[src/rtl/phy_rx_sync_ctrl.sv]
// Two-lane receive byte synchroniser: per-lane comma search, payload delivery while locked,
// and loss-of-sync detection on over-long data runs with a saturating resync counter.
module phy_rx_sync_ctrl #(
  parameter logic [7:0]  COMMA        = 8'hBC,
  parameter int unsigned BC_COUNT     = 4,
  parameter int unsigned MAX_DATA_RUN = 32
) (
  input  logic       clk_f,
  input  logic       reset_L,
  input  logic       enable,
  input  logic [7:0] data_in_0,
  input  logic [7:0] data_in_1,
  output logic [7:0] data_out_0,
  output logic [7:0] data_out_1,
  output logic       valid_out_0,
  output logic       valid_out_1,
  output logic       active_0,
  output logic       active_1,
  output logic       link_active,
  output logic [7:0] resync_cnt_0,
  output logic [7:0] resync_cnt_1
);

  typedef enum logic [1:0] {StDisabled, StSearch, StActive} state_e;

  // Compare against "last" values so the counters never need to exceed their widths.
  localparam logic [2:0] CommaLast = 3'(BC_COUNT - 1);
  localparam logic [5:0] RunLast   = 6'(MAX_DATA_RUN - 1);

  logic [7:0] data_in [2];
  state_e     state_q [2];
  logic [2:0] comma_cnt_q [2];
  logic [5:0] run_cnt_q [2];
  logic [7:0] resync_q [2];
  logic [7:0] data_q [2];
  logic       valid_q [2];
  logic       active_q [2];

  assign data_in[0] = data_in_0;
  assign data_in[1] = data_in_1;

  always_ff @(posedge clk_f or negedge reset_L) begin
    if (!reset_L) begin
      for (int i = 0; i < 2; i++) begin
        state_q[i]     <= StDisabled;
        comma_cnt_q[i] <= 3'd0;
        run_cnt_q[i]   <= 6'd0;
        resync_q[i]    <= 8'd0;
        data_q[i]      <= 8'd0;
        valid_q[i]     <= 1'b0;
        active_q[i]    <= 1'b0;
      end
    end else begin
      for (int i = 0; i < 2; i++) begin
        if (!enable) begin
          // Dropping enable abandons sync progress but leaves resync history alone.
          state_q[i]     <= StDisabled;
          comma_cnt_q[i] <= 3'd0;
          run_cnt_q[i]   <= 6'd0;
          valid_q[i]     <= 1'b0;
          active_q[i]    <= 1'b0;
        end else begin
          case (state_q[i])
            StDisabled: begin
              state_q[i]     <= StSearch;
              comma_cnt_q[i] <= 3'd0;
              valid_q[i]     <= 1'b0;
            end
            StSearch: begin
              valid_q[i] <= 1'b0;
              if (data_in[i] == COMMA) begin
                if (comma_cnt_q[i] == CommaLast) begin
                  state_q[i]     <= StActive;
                  active_q[i]    <= 1'b1;
                  comma_cnt_q[i] <= 3'd0;
                  run_cnt_q[i]   <= 6'd0;
                end else begin
                  comma_cnt_q[i] <= comma_cnt_q[i] + 3'd1;
                end
              end else begin
                comma_cnt_q[i] <= 3'd0;
              end
            end
            StActive: begin
              if (data_in[i] == COMMA) begin
                valid_q[i]   <= 1'b0;
                run_cnt_q[i] <= 6'd0;
              end else begin
                data_q[i]  <= data_in[i];
                valid_q[i] <= 1'b1;
                // The byte that hits the run limit is still delivered before sync drops.
                if (run_cnt_q[i] == RunLast) begin
                  state_q[i]     <= StSearch;
                  active_q[i]    <= 1'b0;
                  comma_cnt_q[i] <= 3'd0;
                  run_cnt_q[i]   <= 6'd0;
                  if (resync_q[i] != 8'hFF) begin
                    resync_q[i] <= resync_q[i] + 8'd1;
                  end
                end else begin
                  run_cnt_q[i] <= run_cnt_q[i] + 6'd1;
                end
              end
            end
            default: begin
              state_q[i]  <= StDisabled;
              valid_q[i]  <= 1'b0;
              active_q[i] <= 1'b0;
            end
          endcase
        end
      end
    end
  end

  assign data_out_0   = data_q[0];
  assign data_out_1   = data_q[1];
  assign valid_out_0  = valid_q[0];
  assign valid_out_1  = valid_q[1];
  assign active_0     = active_q[0];
  assign active_1     = active_q[1];
  assign link_active  = active_q[0] & active_q[1];
  assign resync_cnt_0 = resync_q[0];
  assign resync_cnt_1 = resync_q[1];

endmodule
[config.mk]
export PLATFORM = sky130hd
export DESIGN_NAME = phy_rx_sync_ctrl
export DESIGN_NICKNAME = d
export VERILOG_FILES = /design/src/rtl/phy_rx_sync_ctrl.sv
export SDC_FILE = /design/constraint.sdc
export NUM_CORES = 1
export LEC_CHECK = 0
export CORE_ASPECT_RATIO = 0.75
export CORE_MARGIN = 10
export CORE_UTILIZATION = 46
export DETAILED_ROUTE_END_ITERATION = 16
export PLACE_DENSITY = 0.82
export SLEW_MARGIN = 20
export SYNTH_ARGS = -nofsm -noshare
export SYNTH_HDL_FRONTEND = slang
export SYNTH_SLANG_ARGS = --single-unit
[constraint.sdc]
create_clock -name clk_f -period 5.47 [get_ports clk_f]
set_input_delay 0.8205 -clock clk_f [delete_from_list [all_inputs] [get_ports clk_f]]
set_output_delay 0.8205 -clock clk_f [all_outputs]
set_load 0.02 [all_outputs]
==> reports/summary.txt <==
Drt pass-1 iters: 4
Worst path slowest cell: clkdlybuf4s50_1
LEAKAGE: 1.72 nW
Synth warnings: 0
Area leader, netlist: dfrtp_1
CORE AREA: 5920 um2
Seq pwr share: 0.426
I/O Pins: 56
Hold Vio Cnt, Final: 0
Internal Power: 0.816 mW
Sequential area share after synthesis: 0.509
Part of the power in the clock network: 0.521
CTS tree: done
Final wirelength: 6440 um
RSZ-0062 raised after global routing: no
Yosys top cell area share: 0.509
Startpoint Class: input pin
Max incr delay on CP: 0.75 ns
Routed vias: 2148
Clock Tree Root: clkbuf_8
DRC viols: 0
Final Slew Violations: 0
Die area: 9780 um2
Placed cells: 387
Clk sink count: 58
Num CTS Buffers: 9
Crit end category: register
Cts-stage hold buffer count: 0
Largest net degree at the start of global routing: 59
Layout Cells excl Fill: 403
Req. time, crit path: 5.73 ns
Logic pwr share: 0.054
Unique masters post-synth: 49
Area delta synth->final: 31.8%
Fin util: 0.635
Clock skew: 0.00901 ns
Final cell area excluding filler cells: 3760 um2
Crit share post-route: 0.523
Worst hold path type: reg -> reg
N_diodes: 0
Worst hold slack: 0.491 ns
Area contributors post-synth: dfrtp_1 51%, mux2_2 6.3%, nand2_1 4.5%, ha_1 4.0%, xnor2_1 2.8%
Placed cell areas: 3480 um2
Power Density: 272 nW/um2
Psw: 0.204 mW
Crit path DAT: 3.13 ns
Final TNS setup: 0 ns
First-pass GRT wire length: 10600 um
PostCTS Resize Cnt: 0
Initial antenna violation count: 0
IO Port Bufs: 55
Worst hold stages: 1
Total congestion overflow: 0
Worst slew margin: 0.451
Switching part of the total: 0.200
Crit Path Max Fanout: 14
Die width: 111 um
DRT antenna net count: 0
Cell Area, Synth: 2850 um2
Average size of a mapped cell: 11.1 um2
Post-layout min period: 2.86 ns
Postcts setup bufs: 0
GRT Total Usage: 0.134
Initial Util: 0.482
DP HPWL: 4660 um
Worst-path cell chain: clkdlybuf4s50_1 > and2_1 > o41ai_4 > inv_1 > nand3_1 > nor3_1 > xor2_1
Htree depth: 3
Nets: 348
Maxcap violations: 0
Ratio of cells with drive above 1 in the final layout: 0.142
Drt initial violations: 66
Slew @ Worst Pin: 0.820 ns
Fmax: 349 MHz
Routability Congestion: 0.788
Max IR drop VDD: 0.197 mV
Asr flop ratio synth: 1.00
Clock-pin slew on the worst setup and hold paths: 0.06 ns
CTS max path bufs: 2
R2r worst-path depth: 8
Syn nets: 285
Clk Latency, worst-skew pair: 0.35 ns
Num rows: 24
Status: finished, final reports clean
Crit Path Category: in -> reg
Vias per inst: 5.33
Synth Register Bits: 58
Mapped Cells: 257
Final setup vio count: 0
Ys flop type: dfrtp_1
Vias in the first global route: 2131
WL/cell: 16.0 um
Die height: 88.2 um
Post-synth EDFFs: 0
==> area by class of cell <==
type | count | area (um2)
multi-input combinational | 185 | 1350
clock inverter | 5 | 125
sequential | 58 | 1450
tap | 78 | 97.6
clock buffer | 11 | 141
fill | 486 | 2160
timing repair buffer | 57 | 561
inverter | 9 | 33.8
==> metrics by stage <==
| step | power [mW] | setup WS (ns) |
|---|---|---|
| after floorplan | 0.464 | 3.24 |
| after global placement | 0.495 | 2.10 |
| after detailed placement | 0.497 | 1.97 |
| after CTS | 1.03 | 2.31 |
| after global routing | 1.06 | 2.50 |
| final | 1.02 | 2.61 |
==> layer usage <==
| metal | track usage | vias to the layer above | routed length (um) | share of wire |
|---|---|---|---|---|
| met2 | 0.209 | 49 | 3030 | 0.47 |
| li1 | - | 1040 | - | - |
| met4 | 0.0684 | 0 | 124 | 0.019 |
| met5 | 0 | - | 0 | 0 |
| met3 | 0.0533 | 11 | 387 | 0.060 |
| met1 | 0.158 | 1048 | 2900 | 0.45 |
==> final timing paths <==
kind / from / endpoint / slack [ns]
min in group asynchronous: reset_L / data_out_0[3]$_DFFE_PN0P_ / 0.60
max reg2reg: state_q[2]$_DFFE_PN0P_ / resync_cnt_0[7]$_DFFE_PN0P_ / 3.21
max in group asynchronous: reset_L / resync_cnt_0[6]$_DFFE_PN0P_ / 4.38
min: comma_cnt_q[5]$_DFFE_PN0P_ / comma_cnt_q[5]$_DFFE_PN0P_ / 0.49
max: enable / resync_cnt_0[7]$_DFFE_PN0P_ / 2.61
min reg2reg: comma_cnt_q[5]$_DFFE_PN0P_ / comma_cnt_q[5]$_DFFE_PN0P_ / 0.49
==> worst max-delay path, delay by kind of cell <==
family	cells	cell delay [ns]
xor+xnor	1	0.18
simple gates	3	0.92
compound gates	1	0.26
buf+inv	2	0.94
==> registers in the layout, indices dropped and copies added, names as in the netlist <==
name,count
state_q,4
resync_cnt_0,8
valid_out_1,1
data_out_0,8
valid_out_0,1
run_cnt_q,12
data_out_1,8
comma_cnt_q,6
active_0,1
resync_cnt_1,8
active_1,1
==> cell usage in the layout (no fill, tap or decap), types with 9 or more instances in the layout <==
cell	instances
dfrtp_1	58
clkbuf_8	10
clkdlybuf4s50_1	54
inv_1	9
nand3_1	13
xnor2_1	9
nor2_1	17
mux2_2	16
o21ai_0	12
ha_1	9
nand2_1	34
==> Yosys cell counts, drive strengths merged (2+ instances only) <==
library cell	n
or2	3
a21oi	4
mux2	16
nand2b	3
or3	3
mux2i	2
nor2	17
buf	4
and3	5
nor3	5
a31oi	3
o21ai	12
o41ai	2
nand4	3
dfrtp	58
o21a	4
nor2b	3
nand4b	3
and2	4
nand2	34
nor4	2
nand4bb	2
nand3	14
xor2	7
xnor2	9
ha	9
a22o	3
inv	9
==> power groups by stage <==
stage	Combinational, mW	Sequential [mW]	Clock (mW)
2_1_floorplan	0.0214	0.443	0
3_3_place_gp	0.0531	0.442	0
3_5_place_dp	0.0549	0.442	0
4_1_cts	0.0551	0.434	0.540
5_1_grt	0.0606	0.434	0.565
6_report	0.0550	0.434	0.531
==> cell families (layout without fill, tap and decap cells) <==
group | count (synthesis) | count (layout) | share of synthesized area
xor gates and xnor gates | 16 | 16 | 0.0492
AOI/OAI and AO/OA | 39 | 39 | 0.115
adders and majority gates | 9 | 9 | 0.0395
buffers and inverters | 14 | 82 | 0.0219
and+or+nand+nor | 103 | 103 | 0.194
DFF | 58 | 58 | 0.509
muxes | 18 | 18 | 0.0702
Note: power is estimated with default switching activity, not from simulation.
